===== src/rtl/magnitude_comparator_pkg.sv =====
// Shared types and helpers for the sequential magnitude comparator.
// Holds the FSM state encoding and the signed-to-offset-binary operand map.
package magnitude_comparator_pkg;

  // Widest operand the flip_msb helper can handle.
  localparam int MAX_W = 64;

  typedef enum logic {
    IDLE = 1'b0,
    SCAN = 1'b1
  } state_t;

  // Inverting the sign bit turns two's-complement order into unsigned order.
  function automatic logic [MAX_W-1:0] flip_msb(input logic [MAX_W-1:0] v,
                                                input int width);
    logic [MAX_W-1:0] mask;
    mask = MAX_W'(1) << (width - 1);
    return v ^ mask;
  endfunction

endpackage


===== src/rtl/magnitude_digit_cmp.sv =====
// Combinational unsigned compare of one DIGIT-bit slice.
// Generalises the original 4-bit magnitude comparator to any digit width.
module magnitude_digit_cmp #(
  parameter int DIGIT = 4
) (
  input  logic [DIGIT-1:0] a,
  input  logic [DIGIT-1:0] b,
  output logic             eq,
  output logic             gt
);

  assign eq = (a == b);
  assign gt = (a > b);

endmodule


===== src/rtl/magnitude_comparator_seq.sv =====
// Multi-cycle MSB-first magnitude comparator: DIGIT bits per cycle, early exit
// on the first differing digit, registered eq/gt/lt flags and a done pulse.
module magnitude_comparator_seq
  import magnitude_comparator_pkg::*;
#(
  parameter int WIDTH  = 8,
  parameter int DIGIT  = 1,
  parameter int SIGNED = 0
) (
  input  logic                                clk,
  input  logic                                rst_n,
  input  logic                                start,
  input  logic [WIDTH-1:0]                    data_a,
  input  logic [WIDTH-1:0]                    data_b,
  output logic                                busy,
  output logic                                done,
  output logic                                aeqb,
  output logic                                agtb,
  output logic                                altb,
  output logic [$clog2(WIDTH/DIGIT+1)-1:0]    digits_used
);

  localparam int NDIG  = WIDTH / DIGIT;
  localparam int CNT_W = $clog2(NDIG + 1);

  state_t             state_q, state_d;
  logic [WIDTH-1:0]   sa_q, sa_d;
  logic [WIDTH-1:0]   sb_q, sb_d;
  logic [CNT_W-1:0]   cnt_q, cnt_d;
  logic [CNT_W-1:0]   du_q, du_d;
  logic               eq_q, eq_d;
  logic               gt_q, gt_d;
  logic               lt_q, lt_d;
  logic               done_q, done_d;

  logic [WIDTH-1:0]   load_a, load_b;
  logic               dig_eq, dig_gt;
  logic               last_dig;

  // Operand mapping applied once at capture time.
  always_comb begin
    load_a = data_a;
    load_b = data_b;
    if (SIGNED != 0) begin
      load_a = WIDTH'(flip_msb(MAX_W'(data_a), WIDTH));
      load_b = WIDTH'(flip_msb(MAX_W'(data_b), WIDTH));
    end
  end

  magnitude_digit_cmp #(
    .DIGIT (DIGIT)
  ) u_digit_cmp (
    .a  (sa_q[WIDTH-1 -: DIGIT]),
    .b  (sb_q[WIDTH-1 -: DIGIT]),
    .eq (dig_eq),
    .gt (dig_gt)
  );

  assign last_dig = (cnt_q == CNT_W'(NDIG - 1));

  always_comb begin
    state_d = state_q;
    sa_d    = sa_q;
    sb_d    = sb_q;
    cnt_d   = cnt_q;
    du_d    = du_q;
    eq_d    = eq_q;
    gt_d    = gt_q;
    lt_d    = lt_q;
    done_d  = 1'b0;

    unique case (state_q)
      IDLE: begin
        if (start) begin
          sa_d    = load_a;
          sb_d    = load_b;
          cnt_d   = '0;
          du_d    = '0;
          eq_d    = 1'b0;
          gt_d    = 1'b0;
          lt_d    = 1'b0;
          state_d = SCAN;
        end
      end
      SCAN: begin
        cnt_d = cnt_q + 1'b1;
        if (!dig_eq) begin
          gt_d    = dig_gt;
          lt_d    = !dig_gt;
          du_d    = cnt_q + 1'b1;
          done_d  = 1'b1;
          state_d = IDLE;
        end else if (last_dig) begin
          eq_d    = 1'b1;
          du_d    = CNT_W'(NDIG);
          done_d  = 1'b1;
          state_d = IDLE;
        end else begin
          // Bring the next digit into the compared top slice.
          sa_d = sa_q << DIGIT;
          sb_d = sb_q << DIGIT;
        end
      end
      default: state_d = IDLE;
    endcase
  end

  always_ff @(posedge clk or negedge rst_n) begin
    if (!rst_n) begin
      state_q <= IDLE;
      sa_q    <= '0;
      sb_q    <= '0;
      cnt_q   <= '0;
      du_q    <= '0;
      eq_q    <= 1'b0;
      gt_q    <= 1'b0;
      lt_q    <= 1'b0;
      done_q  <= 1'b0;
    end else begin
      state_q <= state_d;
      sa_q    <= sa_d;
      sb_q    <= sb_d;
      cnt_q   <= cnt_d;
      du_q    <= du_d;
      eq_q    <= eq_d;
      gt_q    <= gt_d;
      lt_q    <= lt_d;
      done_q  <= done_d;
    end
  end

  assign busy        = (state_q == SCAN);
  assign done        = done_q;
  assign aeqb        = eq_q;
  assign agtb        = gt_q;
  assign altb        = lt_q;
  assign digits_used = du_q;

endmodule

===== config.mk =====
export PLATFORM = sky130hd
export DESIGN_NAME = magnitude_comparator_seq
export DESIGN_NICKNAME = d
export VERILOG_FILES = /design/src/rtl/magnitude_comparator_pkg.sv /design/src/rtl/magnitude_digit_cmp.sv /design/src/rtl/magnitude_comparator_seq.sv
export SDC_FILE = /design/constraint.sdc
export NUM_CORES = 1
export LEC_CHECK = 0
export BUFFER_PORTS_ARGS = -buffer_cell sky130_fd_sc_hd__buf_2
export CORE_UTILIZATION = 53
export DETAILED_ROUTE_END_ITERATION = 10
export GPL_TIMING_DRIVEN = 0
export HOLD_SLACK_MARGIN = 0.06
export PLACE_DENSITY_LB_ADDON = 0.15
export SLEW_MARGIN = 0
export SYNTH_ARGS = -nofsm -noshare
export SYNTH_HDL_FRONTEND = slang
export SYNTH_HIERARCHICAL = 1
export SYNTH_SLANG_ARGS = --single-unit

===== constraint.sdc =====
create_clock -name clk -period 1.9 [get_ports clk]
set_input_delay 0.19 -clock clk [delete_from_list [all_inputs] [get_ports clk]]
set_output_delay 0.19 -clock clk [all_outputs]
set_load 0.02 [all_outputs]

---- After elaboration in Yosys (flattened, before gate mapping) ----
Index checks and enable logic that the tools add are counted.
storage, ports and cells
  register bits after elaboration ......... 29
  input port bits ......................... 19
  output and inout bits ................... 9
cells by class
  add/sub/neg operators ................... 1
  $lt $le $gt $ge ......................... 1
  equality and inequality tests ........... 8
  multiplexer cells ....................... 28
  bitwise operators ....................... 1
  reductions and logical operators ........ 5
operators with widths
  operator               number
  $mux W8                6
  $pmux W8 S2            2
  $pmux W4 S2            2
  $mux W4                3
  $mux W1                11
  $pmux W1 S2            4
  $ne A2 B2 Y1 const B   3
  $reduce_and A3 Y1      2
  $add A4 B1 Y4 const B  1
  $eq A4 B3 Y1 const B   1
  $ne A2 B1 Y1 const B   2
  $reduce_and A2 Y1      2
  $ne A3 B2 Y1 const B   1
  $eq A1 B1 Y1           1
  $gt A1 B1 Y1           1
  $logic_not A1 Y1       1
  $not A1 Y1             1

---- Longest topological paths before layout ----
Gate-level depths: netlist of the first run.
  depth after elaboration ................. 4
  mapped depth ............................ 7
  gate-level depth less buffers ........... 5

---- Modules after synthesis ----
Netlist of the first run, hierarchy kept.
by module, submodules not included
  module                    times used  cells an instance  area an instance (um2)
  magnitude_comparator_seq  1           98                 1,407.6
  magnitude_digit_cmp       1           2                  16.3

---- Least setup slack after synthesis of the first run ----
No wires, ideal clock.
  kind .................................... reg-to-reg
  start point ............................. register sa_q[7]
  end point ............................... register sa_q[6]
  setup time .............................. 125 ps
  arrival time ............................ 1,606 ps
  path slack .............................. 168 ps
  cell stages (with the launch flop) ...... 7
  clock period less this slack ............ 1,732 ps
  path through ............................ dfrtp_1 ha_1 clkbuf_1 a31oi_4 inv_4 buf_12 mux2_4
between the ends
  word-level cells in the longest chain between the ends .. 3
RTL lines
  element                      line                             RTL
  start, declared              magnitude_comparator_seq.sv:27   logic [WIDTH-1:0] sa_q, sa_d;
  start signal, assigned       magnitude_comparator_seq.sv:111  sa_q <= '0;
  start signal, assigned       magnitude_comparator_seq.sv:121  sa_q <= sa_d;
  $eq A1 B1 Y1                 magnitude_digit_cmp.sv:12        assign eq = (a == b);
  net dig_eq                   magnitude_comparator_seq.sv:37   logic dig_eq, dig_gt;
  $ne A2 B1 Y1 (no line)       n/a
  $reduce_and A3 Y1 (no line)  n/a
The timed path passes the listed nets, and every way through them passes these cells.
A chain may end at the register's enable or synchronous reset.

---- Worst setup path in the final report of the first run ----
  start point ............................. register sa_q[7]
  end point ............................... register sb_q[1]
between the ends
  word-level cells in the longest chain between the ends .. 3
RTL lines
  element                      line                             RTL
  $eq A1 B1 Y1                 magnitude_digit_cmp.sv:12
  net dig_eq                   magnitude_comparator_seq.sv:37
  $ne A2 B1 Y1 (no line)       n/a
  $reduce_and A3 Y1 (no line)  n/a
  end signal, assigned         magnitude_comparator_seq.sv:112  sb_q <= '0;
  end signal, assigned         magnitude_comparator_seq.sv:122  sb_q <= sb_d;
  end, declared                magnitude_comparator_seq.sv:28   logic [WIDTH-1:0] sb_q, sb_d;
The timed path passes the listed nets, and every way through them passes these cells.

==> summary.md, run 1 <==
| Metric | Value |
|---|---|
| Leakage Power | 0.841 nW |
| CP peak stage delay | 0.49 ns |
| Fill cells | 193 |
| Vias in the first global route | 875 |
| CTS tree | yes |
| TritonCTS sink count | 29 |
| Yosys top cell area share | 51.0% |
| Req. time, crit path | 2.11 ns |
| Skew final | 0.00488 ns |
| Largest net degree at the start of global routing | 30 |
| Syn Inst Count | 100 |
| Total Wirelength | 2320 um |
| Crit. End Element | flop |
| Min Tclk post-route | 1.77 ns |
| First-pass GRT wire length | 3910 um |
| Power density cells | 1840 mW/mm^2 |
| Hold Crit Start | start |
| Seq/Total Area, Yosys | 51.0% |
| Vias | 892 |
| Fin. Hold Viols | 0 |
| Ranking of synthesized cells by area | dfrtp_1 (51%), mux2_2 (16%), mux2_4 (9.5%), a22o_1 (5.5%), ha_1 (1.8%) |
| HPWL after DPL | 1600 um |
| Hold path endpoint | aeqb$_DFFE_PN0P_ |
| Netlist cell types | 28 |
| # diodes | 0 |
| Clock buffer count from CTS | 5 |
| Routability cong. | 0.732 |
| H-Tree Depth | 2 |
| Layout cells sized above 1 | 52.6% |
| Syn nets | 121 |
| # IOs | 28 |
| Gr usage total | 19.9% |
| Starting density of the core | 57.0% |
| Synth-to-layout area growth | 16.0% |
| Period utilization | 93.1% |
| Worst VDD drop | 1.10 mV |
| Final ANT Viol Nets | 0 |
| Compound-gate portion of the synthesized area | 11.2% |
| Status | completed |
| Row count | 18 |
| Simple-gate share of the synthesized area | 5.45% |
| Hold Crit Class | input pin to flop |
| PortBufs | 27 |
| Vias/cell | 5.41 |
| Syn_area_per_cell | 14.2 um^2 |
| Initial antenna violation count | 0 |
| Post-synthesis adder-cell area fraction | 1.76% |
| Chip width | 53.8 um |
| Flop2flop setup slack | 0.13 ns |
| Total Power | 3.05 mW |
| Critical Path Source Type | flop |
| Insertion delay to the later sink of the worst-skew pair | 0.32 ns |
| Crit-path cells | ha_1 > a31oi_4 > inv_4 > buf_12 > mux2_4 |
| RSZ-0062 raised after global routing | no |
| Xor/xnor share of the synthesized area | 1.23% |
| Post_cts resized | 0 |
| Final Setup Violations | 0 |
| Core ar. | 0.00250 mm^2 |
| Flops & latches, synth | 29 |
| Hold Path Stages | 2 |
| Worst R2R End | sb_q[1]$_DFFE_PN0P_ |
| Final TNS setup | 0 ns |
| Aggregate global routing overflow | 0 |
| DR DRC count | 0 |
| R2R depth | 5 |
| CP Class | flop to flop |
| CP max FO | 10 |
| Fin. max-slew vios | 0 |
| Slew HR | 58.1% |
| Area of the die | 0.00290 mm^2 |
| Yosys top cell by area | dfrtp_1 |
| Fmax | 0.565 GHz |
| Clock slew at reported path FFs | 0.09 ns |
| R2r startpoint | sa_q[7]$_DFFE_PN0P_ |
| Max Cap Violations | 0 |
| Layout Nets | 155 |
| Synthesis Warnings | 6 |
| Max Buffers Root-to-Sink | 2 |
| Drt pass-1 iters | 2 |
| DR iter-0 viols | 5 |
| Main combinational cell family by area after synthesis | multiplexers |
| Clock root cell | clkbuf_4 |
| Worst path arrival time | 1.97 ns |
| Worst path slowest cell | ha_1 |
| Die height | 53.8 um |
| Mapped cell area | 0.00142 mm^2 |
| Per-cell routed wire length | 14.1 um |
| Post-synthesis mux area share | 25.3% |
| Worst Tran Pin Value | 0.629 ns |
Yosys cell counts:
library cell  count
dfrtp_1          29
mux2_2           20
a22o_1            9
mux2_4            9
inv_1             3
o21ai_0           3
buf_2             2
ha_1              2
nand2_1           2
nor2_1            2
nor2b_1           2
a21boi_0          1
a21o_1            1
a22o_2            1
a31o_2            1
a31oi_4           1
a32o_1            1
and4b_2           1
buf_12            1
buf_4             1
clkbuf_1          1
inv_4             1
nand3_1           1
nand3b_4          1
nor3_1            1
or3b_1            1
xnor2_1           1
xor2_1            1
area by class of cell:
type,instances,area (um^2),share of cell area [%]
plain buffers,4,37.5,2.27
clock buffers,8,48.8,2.95
inverters,4,17.5,1.06
multi-input cells,62,639,38.7
flip-flops and latches,29,726,43.9
well taps,30,37.5,2.27
repair buffers,28,145,8.79
worst max-delay path, delay by kind of cell, from the launching register on:
family / cells / cell delay [ns]
compound gates: 1 / 0.17
buf+inv: 2 / 0.29
fa+ha+maj: 1 / 0.49
flops: 1 / 0.40
mux: 1 / 0.31
how the worst max path moves through the flow:
stage	from	to	slack, ns
6_report	sa_q[7]$_DFFE_PN0P_	sb_q[1]$_DFFE_PN0P_	0.13
5_1_grt	sb_q[7]$_DFFE_PN0P_	sb_q[1]$_DFFE_PN0P_	0.05
4_1_cts	sa_q[7]$_DFFE_PN0P_	sb_q[1]$_DFFE_PN0P_	0.13
3_5_place_dp	sa_q[7]$_DFFE_PN0P_	sb_q[6]$_DFFE_PN0P_	-0.02
3_3_place_gp	sa_q[7]$_DFFE_PN0P_	sb_q[1]$_DFFE_PN0P_	0.007
2_1_floorplan	sa_q[7]$_DFFE_PN0P_	sa_q[6]$_DFFE_PN0P_	0.17
cell usage in the layout (no fill, tap or decap), drive strengths merged, types with 2 or more instances in the layout:
cell type / Yosys / layout
dfrtp: 29 / 29
ha: 2 / 2
nor2b: 2 / 2
nor2: 2 / 2
buf: 4 / 31
o21ai: 3 / 3
nand2: 2 / 2
clkbuf: 1 / 8
a22o: 10 / 10
inv: 4 / 4
mux2: 29 / 29
metrics by stage:
step           setup slack [ns]  std cells  instance area, um^2  hold slack [ns]  utilization [%]
3_3_place_gp            0.00703        157                 1600            0.238             63.9
5_1_grt                  0.0549        165                 1650            0.109             66.1
4_1_cts                   0.130        165                 1650           0.0864             66.1
6_report                  0.131        165                 1650           0.0998             66.1
2_1_floorplan             0.168        100                 1420           -0.106                -
3_5_place_dp            -0.0222        157                 1600            0.242             63.9
registers in the layout, indices dropped and copies added (netlist names):
name / count
agtb: 1
altb: 1
digits_used: 4
sa_q: 8
busy: 1
aeqb: 1
done: 1
cnt_q: 4
sb_q: 8
timing repair:
action                                 in CTS  in global routing
setup buffers                               0                  0
hold buffers                                1                  0
setup endpoints to repair                   9                  0
endpoints found under the hold margin      29                  0
power by group:
part           leakage [nW]  internal [mW]  switching, mW
registers             0.363          0.911          0.169
logic                 0.451          0.908          0.714
clock network        0.0265          0.147          0.198
cell families after synthesis:
logic type	Yosys count
muxes	29
DFF	29
AOI/OAI and AO/OA	18
and+or+nand+nor	11
buffers and inverters	9
xor gates and xnor gates	2
adders and majority gates	2
layer usage:
metal  GRT usage, %  up-vias  routed length, um
met4           10.5        0                 44
met2           31.5       18               1130
met5              0        -                  0
li1               -      436                  -
met3           5.93        5                 65
met1           24.2      433               1080
Power figures use the tool's default switching activity.
==> run 2: changes to the inputs <==
--- a/config.mk
+++ b/config.mk
@@ -6,6 +6,7 @@
 export NUM_CORES = 1
 export LEC_CHECK = 0
 export BUFFER_PORTS_ARGS = -buffer_cell sky130_fd_sc_hd__buf_2
+export CAP_MARGIN = 5
 export CORE_UTILIZATION = 53
 export DETAILED_ROUTE_END_ITERATION = 10
 export GPL_TIMING_DRIVEN = 0
==> constraint.sdc (replaced) <==
create_clock -name clk -period 1.9 [get_ports clk]
set_input_delay 0.095 -clock clk [delete_from_list [all_inputs] [get_ports clk]]
set_output_delay 0.095 -clock clk [all_outputs]
set_load 0.02 [all_outputs]
==> summary.md, run 2 (same netlist as run 1, synthesis figures left out) <==
| Metric | Value |
|---|---|
| Initial antenna violation count | 0 (unchanged) |
| Chip width | 53.8 um (unchanged) |
| Clock root cell | clkbuf_4 |
| R2R depth | 5 (unchanged) |
| Layout cells sized above 1 | 51.4% (-1.1 points) |
| Worst path arrival time | 1.97 ns (about the same) |
| Crit. End Element | flop |
| Fill cells | 189 (-2.1%) |
| Worst VDD drop | 1.10 mV (about the same) |
| Final WS setup | 0.133 ns (+0.00273 ns) |
| Leakage Power | 0.853 nW (+1.5%) |
| Max Cap Violations | 0 (unchanged) |
| Worst Tran Pin Value | 0.628 ns (-0.00104 ns) |
| Per-cell routed wire length | 13.9 um (-0.90%) |
| Vias | 903 (+1.2%) |
| WP buf/inv | 2 (unchanged) |
| Starting density of the core | 57.0% (unchanged) |
| Final ANT Viol Nets | 0 (unchanged) |
| Fin. Hold Viols | 0 (unchanged) |
| Fin. max-slew vios | 0 (unchanged) |
| Routability cong. | 0.732 (unchanged) |
| Clock slew at reported path FFs | 0.09 ns (about the same) |
| Flop2flop setup slack | 0.13 ns (about the same) |
| Gr usage total | 20.2% (+0.24 points) |
| DR iter-0 viols | 5 (unchanged) |
| Pre-CTS setup slack | -0.0222 ns (unchanged) |
| RSZ-0062 raised after global routing | no |
| Drt pass-1 iters | 2 (unchanged) |
| Die height | 53.8 um (unchanged) |
| Vias in the first global route | 888 (+1.5%) |
| # IOs | 28 (unchanged) |
| Crit-path cells | ha_1 > a31oi_4 > inv_4 > buf_12 > mux2_4 |
| Final Setup Violations | 0 (unchanged) |
| HPWL after DPL | 1600 um (unchanged) |
| PortBufs | 27 (unchanged) |
| Max Buffers Root-to-Sink | 2 (unchanged) |
| Total Wirelength | 2340 um (+0.90%) |
| Hold Crit Class | input pin to flop |
| Req. time, crit path | 2.10 ns (about the same) |
| Multi-input logic area | 639 um^2 (unchanged) |
| Core ar. | 0.00250 mm^2 (unchanged) |
| Slew HR | 58.1% (+0.069 points) |
| # diodes | 0 (unchanged) |
| Layout Nets | 158 (+1.9%) |
| Largest net degree at the start of global routing | 30 (unchanged) |
| Row count | 18 (unchanged) |
| Top delay family on crit path | adder cells |
| CP max FO | 10 (unchanged) |
| Synth-to-layout area growth | 18.1% |
| Registers with the most flip-flops | sa_q: 8 flops, sb_q: 8 flops |
| Vias/cell | 5.38 (-0.57%) |
| CTS tree | yes |
| Hold Path Stages | 3 (+1) |
| Area of the die | 0.00290 mm^2 (unchanged) |
| H-Tree Depth | 2 (unchanged) |
| CP Class | flop to flop |
| Fmax | 0.566 GHz (+0.15%) |
| TritonCTS sink count | 29 (unchanged) |
| Clock buffer count from CTS | 5 (unchanged) |
| Most frequent cells in the layout | buf_2 (29), dfrtp_1 (29), mux2_2 (20) |
| Worst path slowest cell | ha_1 |
| Final TNS setup | 0 ns (unchanged) |
| Status | completed |
| DR DRC count | 0 (unchanged) |
| Skew final | 0.00472 ns (-0.000152 ns) |
| Insertion delay to the later sink of the worst-skew pair | 0.32 ns (about the same) |
| Power density cells | 1810 mW/mm^2 (-1.7%) |
| Min Tclk post-route | 1.77 ns (-0.00273 ns) |
| Aggregate global routing overflow | 0 (unchanged) |
| CP peak stage delay | 0.49 ns (about the same) |
| First-pass GRT wire length | 3960 um (+1.4%) |
| Worst path depth | 5 (unchanged) |
| Critical Path Source Type | flop |
| Period utilization | 93.0% (-0.14 points) |
| FF+latch area | 726 um^2 (unchanged) |
| Post_cts resized | 0 (unchanged) |
[run 2: cell count changes in the layout (fill, tap and decap cells not counted), sizes merged]
cell         delta
dlygate4sd3     +3
[run 2: worst paths after layout]
check	to	startpoint
worst max-delay path	sb_q[1]$_DFFE_PN0P_	sa_q[7]$_DFFE_PN0P_
worst min-delay path	sb_q[7]$_DFFE_PN0P_	data_b[7]
worst max register to register	sb_q[1]$_DFFE_PN0P_	sa_q[7]$_DFFE_PN0P_
worst min register to register	digits_used[2]$_DFFE_PN0P_	digits_used[2]$_DFFE_PN0P_
max in group asynchronous	sb_q[0]$_DFFE_PN0P_	rst_n
min in group asynchronous	digits_used[3]$_DFFE_PN0P_	rst_n
[run 2: worst register-to-register path, stage by stage (launching register included)]
cell     delay (ns)
dfrtp_1        0.40
ha_1           0.49
a31oi_4        0.17
inv_4          0.13
buf_12         0.15
mux2_4         0.31
[run 2: report_power, final]
group          internal (mW)  leakage (nW)  switching, mW
combinational          0.912         0.464          0.712
clock                  0.147        0.0265          0.198
sequential             0.911         0.363          0.169
[run 2: repair_timing]
action	in CTS	in global routing
setup buffers	0	0
hold endpoints to repair	32	0
hold buffers	4	0
endpoints found under the setup margin	9	0
[run 2: metrics by stage]
stage / area [um^2] / util (%) / power [mW] / std cells / hold WS (ns)
2_1_floorplan: 1420 / - / 2.40 / 100 / -0.201
3_3_place_gp: 1600 / 63.9 / 2.66 / 157 / 0.143
3_5_place_dp: 1600 / 63.9 / 2.71 / 157 / 0.147
4_1_cts: 1680 / 67.3 / 3.09 / 168 / 0.117
5_1_grt: 1680 / 67.3 / 3.29 / 168 / 0.121
6_report: 1680 / 67.3 / 3.05 / 168 / 0.132
[run 2: cell type report]
class                           instances  area share (%)
Sequential cell                        29            43.2
Buffer                                  4            2.23
Timing Repair Buffer                   31            10.4
Clock buffer                            8            2.90
Inverter                                4            1.04
Multi-Input combinational cell         62            38.0
Tap cell                               30            2.23
[run 2: routing by layer]
| layer | share of wire, % | wire length [um] | up-vias | track usage (%) |
|---|---|---|---|---|
| met5 | 0 | 0 | - | 0 |
| met1 | 46 | 1090 | 438 | 24.6 |
| met3 | 2.7 | 64 | 5 | 5.93 |
| li1 | - | - | 442 | - |
| met2 | 49 | 1140 | 18 | 31.9 |
| met4 | 1.9 | 44 | 0 | 10.5 |
